--- src/rtl/kmeans_stream_loader_if.sv ---
// Valid/ready stream carrying the configuration word and pixels from the
// loader (master) to the k-means core (slave).
interface kmeans_stream_loader_if #(
    parameter int PIX_W = 24
);
    logic [PIX_W-1:0] sout;
    logic             sout_valid;
    logic             sout_ready;

    modport master (output sout, output sout_valid, input sout_ready);
    modport slave  (input sout, input sout_valid, output sout_ready);
endinterface

--- src/rtl/kmeans_stream_loader.sv ---
// Frame loader for the sequential k-means core: buffers one image, streams a
// config word plus pixels, then times the core's compute phase.
module kmeans_stream_loader #(
    parameter  int PIX_W   = 24,
    parameter  int K_W     = 4,
    parameter  int DEPTH   = 100,
    parameter  int TIMEOUT = 0,
    localparam int AW      = $clog2(DEPTH),
    localparam int SZ_W    = $clog2(DEPTH + 1)
) (
    input  logic                  clk,
    input  logic                  reset_n,
    input  logic                  wr_en,
    input  logic [AW-1:0]         wr_addr,
    input  logic [PIX_W-1:0]      wr_data,
    input  logic                  start,
    input  logic                  abort,
    input  logic [K_W-1:0]        cfg_k,
    input  logic [SZ_W-1:0]       cfg_size,
    kmeans_stream_loader_if.master strm,
    input  logic                  core_strb,
    output logic                  busy,
    output logic                  done,
    output logic                  err,
    output logic [31:0]           cycles
);

    typedef enum logic [1:0] {
        ST_IDLE    = 2'd0,
        ST_CONFIG  = 2'd1,
        ST_LOAD    = 2'd2,
        ST_COMPUTE = 2'd3
    } state_t;

    localparam logic [31:0]   TO_LAST  = 32'(TIMEOUT) - 32'd1;
    localparam logic [AW-1:0] IDX_ZERO = {AW{1'b0}};

    state_t            state_r, state_s;
    logic [PIX_W-1:0]  mem_r [DEPTH];
    logic [PIX_W-1:0]  sout_r, sout_s;
    logic              sout_valid_r, sout_valid_s;
    logic              busy_r, busy_s;
    logic              done_r, done_s;
    logic              err_r, err_s;
    logic [31:0]       cycles_r, cycles_s;
    logic [AW-1:0]     idx_r, idx_s;
    logic [SZ_W-1:0]   n_r, n_s;

    logic              xfer_s;
    logic              start_ok_s;
    logic              last_s;
    logic              timeout_hit_s;
    logic              wr_ok_s;

    assign xfer_s        = sout_valid_r & strm.sout_ready;
    assign start_ok_s    = (cfg_size != {SZ_W{1'b0}}) &&
                           (32'(cfg_size) <= 32'(DEPTH)) &&
                           (cfg_k != {K_W{1'b0}});
    assign last_s        = ((SZ_W'(idx_r) + SZ_W'(1)) == n_r);
    assign timeout_hit_s = (TIMEOUT != 0) && (cycles_r == TO_LAST);
    // Writes are locked out for the whole frame so a rerun sees the same image.
    assign wr_ok_s       = wr_en && !busy_r && (32'(wr_addr) < 32'(DEPTH));

    // Pixel buffer write port; contents intentionally survive reset.
    always_ff @(posedge clk) begin
        if (wr_ok_s) begin
            mem_r[wr_addr] <= wr_data;
        end
    end

    // State and datapath registers.
    always_ff @(posedge clk or negedge reset_n) begin
        if (!reset_n) begin
            state_r      <= ST_IDLE;
            sout_r       <= {PIX_W{1'b0}};
            sout_valid_r <= 1'b0;
            busy_r       <= 1'b0;
            done_r       <= 1'b0;
            err_r        <= 1'b0;
            cycles_r     <= 32'd0;
            idx_r        <= {AW{1'b0}};
            n_r          <= {SZ_W{1'b0}};
        end else begin
            state_r      <= state_s;
            sout_r       <= sout_s;
            sout_valid_r <= sout_valid_s;
            busy_r       <= busy_s;
            done_r       <= done_s;
            err_r        <= err_s;
            cycles_r     <= cycles_s;
            idx_r        <= idx_s;
            n_r          <= n_s;
        end
    end

    // Next-state selection; abort wins over start and the core strobe.
    always_comb begin
        state_s = state_r;
        if (abort) begin
            state_s = ST_IDLE;
        end else begin
            case (state_r)
                ST_IDLE: begin
                    if (start && start_ok_s) begin
                        state_s = ST_CONFIG;
                    end else begin
                        state_s = ST_IDLE;
                    end
                end
                ST_CONFIG: begin
                    if (xfer_s) begin
                        state_s = ST_LOAD;
                    end else begin
                        state_s = ST_CONFIG;
                    end
                end
                ST_LOAD: begin
                    if (xfer_s && last_s) begin
                        state_s = ST_COMPUTE;
                    end else begin
                        state_s = ST_LOAD;
                    end
                end
                ST_COMPUTE: begin
                    if (core_strb || timeout_hit_s) begin
                        state_s = ST_IDLE;
                    end else begin
                        state_s = ST_COMPUTE;
                    end
                end
                default: state_s = ST_IDLE;
            endcase
        end
    end

    // Next values of the registered outputs and frame counters.
    always_comb begin
        sout_s       = sout_r;
        sout_valid_s = sout_valid_r;
        done_s       = 1'b0;
        err_s        = 1'b0;
        cycles_s     = cycles_r;
        idx_s        = idx_r;
        n_s          = n_r;
        if (abort) begin
            sout_valid_s = 1'b0;
        end else begin
            case (state_r)
                ST_IDLE: begin
                    if (start && start_ok_s) begin
                        n_s          = cfg_size;
                        cycles_s     = 32'd0;
                        sout_s       = PIX_W'({cfg_k, cfg_size});
                        sout_valid_s = 1'b1;
                    end else if (start) begin
                        err_s = 1'b1;
                    end else begin
                        sout_valid_s = 1'b0;
                    end
                end
                ST_CONFIG: begin
                    if (xfer_s) begin
                        sout_s = mem_r[IDX_ZERO];
                        idx_s  = IDX_ZERO;
                    end else begin
                        sout_s = sout_r;
                    end
                end
                ST_LOAD: begin
                    if (xfer_s && last_s) begin
                        sout_valid_s = 1'b0;
                    end else if (xfer_s) begin
                        idx_s  = idx_r + AW'(1);
                        sout_s = mem_r[idx_r + AW'(1)];
                    end else begin
                        sout_s = sout_r;
                    end
                end
                ST_COMPUTE: begin
                    if (core_strb) begin
                        done_s = 1'b1;
                    end else if (timeout_hit_s) begin
                        cycles_s = 32'(TIMEOUT);
                        err_s    = 1'b1;
                    end else if (cycles_r != 32'hFFFF_FFFF) begin
                        cycles_s = cycles_r + 32'd1;
                    end else begin
                        cycles_s = cycles_r;
                    end
                end
                default: begin
                    sout_valid_s = 1'b0;
                end
            endcase
        end
    end

    assign busy_s = (state_s != ST_IDLE);

    assign strm.sout       = sout_r;
    assign strm.sout_valid = sout_valid_r;
    assign busy            = busy_r;
    assign done            = done_r;
    assign err             = err_r;
    assign cycles          = cycles_r;

endmodule

--- src/flat_wrapper.sv ---
// flat-port wrapper written by rule: the top's interface ports become plain ports
module kmeans_stream_loader_flat 
#(
    parameter  int PIX_W   = 24,
    parameter  int K_W     = 4,
    parameter  int DEPTH   = 100,
    parameter  int TIMEOUT = 0,
    localparam int AW      = $clog2(DEPTH),
    localparam int SZ_W    = $clog2(DEPTH + 1)
)
  (clk, reset_n, wr_en, wr_addr, wr_data, start, abort, cfg_k, cfg_size, core_strb, busy, done, err, cycles, strm_sout, strm_sout_valid, strm_sout_ready);
  kmeans_stream_loader_if #(.PIX_W(PIX_W)) strm_i ();
  input  logic clk;
  input  logic reset_n;
  input  logic wr_en;
  input  logic [AW-1:0] wr_addr;
  input  logic [PIX_W-1:0] wr_data;
  input  logic start;
  input  logic abort;
  input  logic [K_W-1:0] cfg_k;
  input  logic [SZ_W-1:0] cfg_size;
  input  logic core_strb;
  output logic busy;
  output logic done;
  output logic err;
  output logic [31:0] cycles;
  output wire logic [$bits(strm_i.sout)-1:0] strm_sout;
  output wire logic [$bits(strm_i.sout_valid)-1:0] strm_sout_valid;
  input wire logic [$bits(strm_i.sout_ready)-1:0] strm_sout_ready;
  assign strm_sout = strm_i.sout;
  assign strm_sout_valid = strm_i.sout_valid;
  assign strm_i.sout_ready = strm_sout_ready;
  kmeans_stream_loader #(.PIX_W(PIX_W), .K_W(K_W), .DEPTH(DEPTH), .TIMEOUT(TIMEOUT)) u_core (.clk(clk), .reset_n(reset_n), .wr_en(wr_en), .wr_addr(wr_addr), .wr_data(wr_data), .start(start), .abort(abort), .cfg_k(cfg_k), .cfg_size(cfg_size), .strm(strm_i), .core_strb(core_strb), .busy(busy), .done(done), .err(err), .cycles(cycles));
endmodule
--- config.mk ---
export PLATFORM = sky130hd
export DESIGN_NAME = kmeans_stream_loader_flat
export DESIGN_NICKNAME = d
export VERILOG_FILES = /design/src/rtl/kmeans_stream_loader_if.sv /design/src/rtl/kmeans_stream_loader.sv /design/src/flat_wrapper.sv
export SDC_FILE = /design/constraint.sdc
export NUM_CORES = 2
export LEC_CHECK = 0
export BUFFER_PORTS_ARGS = -buffer_cell sky130_fd_sc_hd__buf_2
export CAP_MARGIN = 30
export CELL_PAD_IN_SITES_DETAIL_PLACEMENT = 1
export CELL_PAD_IN_SITES_GLOBAL_PLACEMENT = 1
export CORE_UTILIZATION = 55
export DETAILED_ROUTE_END_ITERATION = 12
export PLACE_DENSITY = 0.75
export SETUP_SLACK_MARGIN = 0.4
export SLEW_MARGIN = 40
export SYNTH_ARGS = -nofsm -noshare
export SYNTH_HDL_FRONTEND = slang
export SYNTH_SLANG_ARGS = --single-unit
--- constraint.sdc ---
create_clock -name clk -period 6.9 [get_ports clk]
set_input_delay 1.38 -clock clk [delete_from_list [all_inputs] [get_ports clk]]
set_output_delay 1.38 -clock clk [all_outputs]
set_load 0.02 [all_outputs]
# ---- Word level (Yosys, flattened, before mapping)
# Memories as Yosys holds them, arrays and structs flattened.
# Index checks and enable logic that the tools add are counted.
# Widths: inputs -> output; s select.
dict set report word_totals {
  elab_cells 82
  out_inout_bits 60
  mem_count 1
  register_bits 76
  mem_bits_rw 2400
  input_bits 49
}
# memory depth word_bits rd rd_clocked_by_memory_dff write_ports line
set memory_table {}
lappend memory_table {u_core.mem_r 100 24 2 0 1 kmeans_stream_loader.sv:39} ;# logic [PIX_W-1:0] mem_r [DEPTH];
dict set report classes {
  n_mux 33
  bitwise 2
  addsub 2
  reduce_logical 20
  eq_ne 13
  magnitude_cmp 2
}
# op n
set op_table {}
lappend op_table {{$mux 24} 4}
lappend op_table {{$mux 32} 3}
lappend op_table {{$pmux 24 s3} 1}
lappend op_table {{$pmux 32 s2} 1}
lappend op_table {{$add 32x1->32 const B} 1}
lappend op_table {{$ne 32x32->1 const B} 1}
lappend op_table {{$mux 7} 3}
lappend op_table {{$mux 1} 15}
lappend op_table {{$pmux 7 s2} 1}
lappend op_table {{$reduce_and 5->1} 2}
lappend op_table {{$ne 2x1->1 const B} 4}
lappend op_table {{$pmux 2 s4} 1}
lappend op_table {{$add 7x1->7 const B} 1}
lappend op_table {{$eq 7x7->1} 1}
lappend op_table {{$le 7x7->1 const B} 1}
lappend op_table {{$lt 7x7->1 const B} 1}
lappend op_table {{$reduce_bool 7->1} 1}
lappend op_table {{$logic_and 1x1->1} 6}
lappend op_table {{$mux 2} 3}
lappend op_table {{$reduce_and 3->1} 2}
lappend op_table {{$reduce_and 6->1} 1}
lappend op_table {{$reduce_bool 2->1} 3}
lappend op_table {{$reduce_bool 3->1} 2}
lappend op_table {{$eq 2x2->1 const B} 2}
lappend op_table {{other kinds (10)} 11}

# ---- Depth between registers and ports, before layout
dict set report depth {
  word_depth 8
  mapped_depth 12
  depth_no_buf 9
}

# ---- Worst setup path before layout
# OpenSTA, ideal clock, no wires.
dict set report synth_timing {
  kind {input -> register}
  from {input wr_addr[2]}
  to {memory u_core.mem_r[30][0] (enable)}
  setup_ns 0.405
  required_ns 6.495
  cell_stages 5
  path_buffers 1
  path_slack_ns 2.831
  t_arrival_ns 3.665
  cell_sequence {o311ai_0 -> nor4bb_1 -> nand3_1 -> clkbuf_1 -> nor2_1}
}
dict set report synth_via {
  elab_chain_len 4
}
# item line
set synth_lines {}
lappend synth_lines {{start: declaration} flat_wrapper.sv:16} ;# input logic [AW-1:0] wr_addr;
lappend synth_lines {{$lt 7x7->1} kmeans_stream_loader.sv:62} ;# assign wr_ok_s = wr_en && !busy_r && (32'(wr_addr) < 32'(DEPTH));
lappend synth_lines {{$logic_and 1x1->1} kmeans_stream_loader.sv:62}
lappend synth_lines {{$mux 1} kmeans_stream_loader.sv:66} ;# if (wr_ok_s) begin
lappend synth_lines {{$mux 1 (implied by the code)} kmeans_stream_loader.sv:67} ;# mem_r[wr_addr] <= wr_data;
lappend synth_lines {{end: declaration} kmeans_stream_loader.sv:39}
# Parallel ways exist; a longest one is shown, timed or not.

# ---- Worst setup path in the final report
dict set report layout_timing {
  from {register u_core.idx_r[0]}
  to {register u_core.sout_r[8], in the netlist u_core.strm.sout[8]}
}
dict set report layout_via {
  elab_chain_len 5
  elab_cells_between_ends 9
  classes_between {add/sub (1); eq/ne (2); mux (3); reduce/logical (2); memory (1)}
}
# item line
set layout_lines {}
lappend layout_lines {{start: declaration} kmeans_stream_loader.sv:46} ;# logic [AW-1:0] idx_r, idx_s;
lappend layout_lines {{start signal: assignment} kmeans_stream_loader.sv:81} ;# idx_r <= {AW{1'b0}};
lappend layout_lines {{start signal: assignment} kmeans_stream_loader.sv:91} ;# idx_r <= idx_s;
lappend layout_lines {{$add 7x1->7 (*)} {kmeans_stream_loader.sv:59, kmeans_stream_loader.sv:174}}
lappend layout_lines {{$mem_v2 100x24 / $eq 7x7->1 (equally long branches)} n/a}
lappend layout_lines {{$mux 24 / $logic_and 1x1->1 (equally long branches)} {kmeans_stream_loader.sv:172, kmeans_stream_loader.sv:170}}
lappend layout_lines {{$mux 24 / $ne 2x2->1 (equally long branches)} n/a}
lappend layout_lines {{$pmux 24 s3 / $reduce_and 6->1 (equally long branches)} n/a}
lappend layout_lines {{end signal: assignment} kmeans_stream_loader.sv:75} ;# sout_r <= {PIX_W{1'b0}};
lappend layout_lines {{end signal: assignment} kmeans_stream_loader.sv:85} ;# sout_r <= sout_s;
lappend layout_lines {{end: declaration} kmeans_stream_loader.sv:40} ;# logic [PIX_W-1:0] sout_r, sout_s;
# Mark *: on every way between the ends. The rest lies on a longest branch, timed or not. The select of a mux whose other input is x is not followed.
# A chain may end at the register's enable or synchronous reset.

==> impl_metrics.toml <==
[cts]
ctsResizeCount = 0
cts_max_level = 4
ctsRootBufferMaster = "clkbuf_16"
clkSinkCount = 2476
cts_buffer_depth = 3
tritoncts = "yes"
post-cts-setup-buffers = 0
path_clk_slew_ns = 0.06
hold_buffers = 0
cts_buffers = 238
clk_latency_ns = 0.87

[floorplanning]
initial_core_util = 0.556
die-area_um2 = 176000
core_area_um2 = 172000
fp.dieW_um = 420
die_h_um = 420
std_cell_rows = 152
io_pins = 109

[sta]
relSlewSlack = 0.390
rsz0062_at_grt = "no"
report.final.setup_viol = 0
fin_tns_setup_ns = 0
post-route-period-util = 0.661
period_minus_slack_ns = 4.56
finalClockSkew_ns = 0.0340
fin_ws_ns = 2.34
drv_slew = 0
hold_viol = 0
clock.fmax_mhz = 219
worst_pin_slew_ns = 0.915

[placed_design]
finalWeightedCongestion = 0.868
dpl-instance-area_um2 = 101000
portBuffers = 108
dp.cells = 6954
dp_hpwl_mm = 160
post-place-ws_ns = 2.41

[detailed_routing]
drt-wirelength-per-cell_um = 36.7
drc_errors = 0
ant_nets = 0
dr_total_vias = 49978
first_pass_iters = 6
totalWireLength_mm = 272
vias_per_cell = 6.74
drt_iter0_markers = 6807

[cells_and_area]
final_common_cell = "edfxtp_1"
nets = 4948
mostFrequentLayoutCells = "2400 x edfxtp_1, 610 x mux4_2, 400 x nand2_1"
drive_above_1_share = 0.276
nFillCells = 14079
fin_cells = 7410
areaGrowthSynthToFinish_pct = 12.9
seqCellArea_um2 = 74000
multi_input_area_um2 = 21200
fin_area_um2 = 108000

[power_and_ir_drop]
p_sw_frac = 0.213
power_frac_seq = 0.544
power_density_nw_per_um2 = 282
power_leakage_nw = 33.5
power.internal_mw = 24.0
switchingPower_mw = 6.50
p_comb_frac = 0.041
pwr-share-clk = 0.414
finalPower_mw = 30.5
vdd_drop_max_uv = 263

[setup_path]
end_kind = "flop"
r2r_slack_ns = 2.34
cp.required_ns = 7.64
cp-start-kind = "flop"
critical_path_class = "flop to flop"
critPathLaunch = "u_core.idx_r[0]"
reg2reg_from = "u_core.idx_r[0]"
arrival_ns = 5.30
worstRegToRegCells = 9
cp_max_fo = 72
regToRegEndpoint = "u_core.strm.sout[8]"

[hold_path]
worstHoldStart = "u_core.strm.sout[10]"
hold_depth = 2
holdPathEnd = "u_core.strm.sout[10]"
hold_path_class = "flop to flop"

[yosys]
synth_area_um2 = 95900
ys_ff_latch = 2476
synth_cell_types = 69
ys_top_cells_by_area = "edfxtp_1 75%, mux4_2 14%, dfrtp_1 2.0%"
syn_nets = 4638
seq_area_frac_synth = 0.771
synth-edff-count = 2400
async_reset_ff_frac = 0.0307
avgSynthCellArea_um2 = 20.9
ys_warn_count = 0
synth_top_area_frac = 0.751
synth_top_area_cell = "edfxtp_1"
synthFlopType = "edfxtp_1"
synth_cells = 4583

[flow_run]
cap_violations = 0

[global_routing]
grt_max_degree = 101
grt_use_total = 0.313
grt_pass1_vias = 51832
grt_first_pass_wirelength_mm = 384
antenna_found_initial = 17
grt.overflow.total = 0

[run_status]
status = "finished, final reports clean"
## Yosys cell counts (3+ instances only)
library cell and instances:
clkbuf_1 99, nor3_1 8, nor2_1 158, o21ai_0 36
buf_1 27, o211ai_1 11, a221oi_1 14, or4_1 5
nand2_1 400, o21ai_1 11, o2111a_1 7, inv_1 13
nand4_1 72, and2_1 6, dfrtp_1 76, buf_2 110
nand2b_1 3, nor2b_1 9, o32ai_1 8, a22o_1 32
mux2i_1 75, a21oi_1 15, o2111ai_1 5, or3_1 6
mux4_2 610, edfxtp_1 2400, xor2_1 24, a32oi_1 38
nand3_1 157, a311oi_1 11, a2111oi_0 10, and3_1 19
ha_1 6, and4_1 3, mux2_2 16, buf_4 18
a31oi_1 9, xnor2_1 6, nor4_1 10
## per-stage QoR
stage / hold WS [ns] / utilization
final: 0.518 / 0.628
after global routing: 0.549 / 0.628
after CTS: 0.508 / 0.627
after detailed placement: 0.483 / 0.583
after global placement: 0.472 / 0.581
after floorplan: 0.493 / -
## sequential cells by signal, indices dropped and copies added (netlist names)
| register | count |
|---|---|
| u_core.idx_r | 7 |
| u_core.done | 1 |
| u_core.cycles | 32 |
| u_core.err | 1 |
| u_core.mem_r | 2400 |
| u_core.n_r | 7 |
| u_core.strm.sout | 24 |
| u_core.state_r | 2 |
| u_core.strm.sout_valid | 1 |
| u_core.busy | 1 |
## layer usage
| layer | GRT usage | routed length, um |
|---|---|---|
| met4 | 0.142 | 13200 |
| met2 | 0.505 | 133000 |
| met1 | 0.419 | 101000 |
| met5 | 0 | 27 |
| met3 | 0.0601 | 25100 |
## cell type report
class | count | area share
flip-flops and latches | 2476 | 0.683
multi-input cells | 1839 | 0.196
clock buffers | 302 | 0.0583
well taps | 2310 | 0.0267
repair buffers | 325 | 0.0247
clock inverters | 139 | 0.0108
inverters | 13 | 0.000450
diodes | 6 | 0.000139
## critical path, cell delays in order, from the launching register on
cell and delay (ns):
dfrtp_4 0.67, ha_4 0.74, buf_12 0.32, buf_12 0.39, and2_1 0.62, a31oi_1 0.24, nand4_1 0.28, a31oi_1 0.26
or4_1 0.57, a22o_1 0.20
## power by group through the flow
stage	Combinational, mW	Sequential [mW]	Clock [mW]
floorplan	0.581	16.9	0
global placement	1.18	16.9	0
detailed placement	1.24	16.9	0
CTS	1.24	16.6	12.8
global route	1.31	16.6	13.2
finish	1.26	16.6	12.6
## worst max path at each step
stage / depth (start not counted) / slack, ns / end
after floorplan: 5 / 2.83 / u_core.mem_r[30][0]
after global placement: 9 / 2.05 / u_core.strm.sout[13]
after detailed placement: 9 / 2.41 / u_core.strm.sout[8]
after CTS: 9 / 2.37 / u_core.strm.sout[8]
after global routing: 9 / 2.23 / u_core.strm.sout[4]
final: 9 / 2.34 / u_core.strm.sout[8]
## kinds of logic (layout without fill, tap and decap cells)
| group | count (synthesis) | count (layout) | synth area share |
|---|---|---|---|
| AO/OA/AOI/OAI | 229 | 229 | 0.0185 |
| AND/OR/NAND/NOR | 869 | 869 | 0.0405 |
| XOR/XNOR | 34 | 34 | 0.00355 |
| buffers and inverters | 268 | 779 | 0.0127 |
| adder cells (fa/ha/maj) | 6 | 6 | 0.000783 |
| other | 0 | 6 | 0 |
| multiplexers | 701 | 701 | 0.153 |
| flip-flops | 2476 | 2476 | 0.771 |
Power figures use the tool's default switching activity.
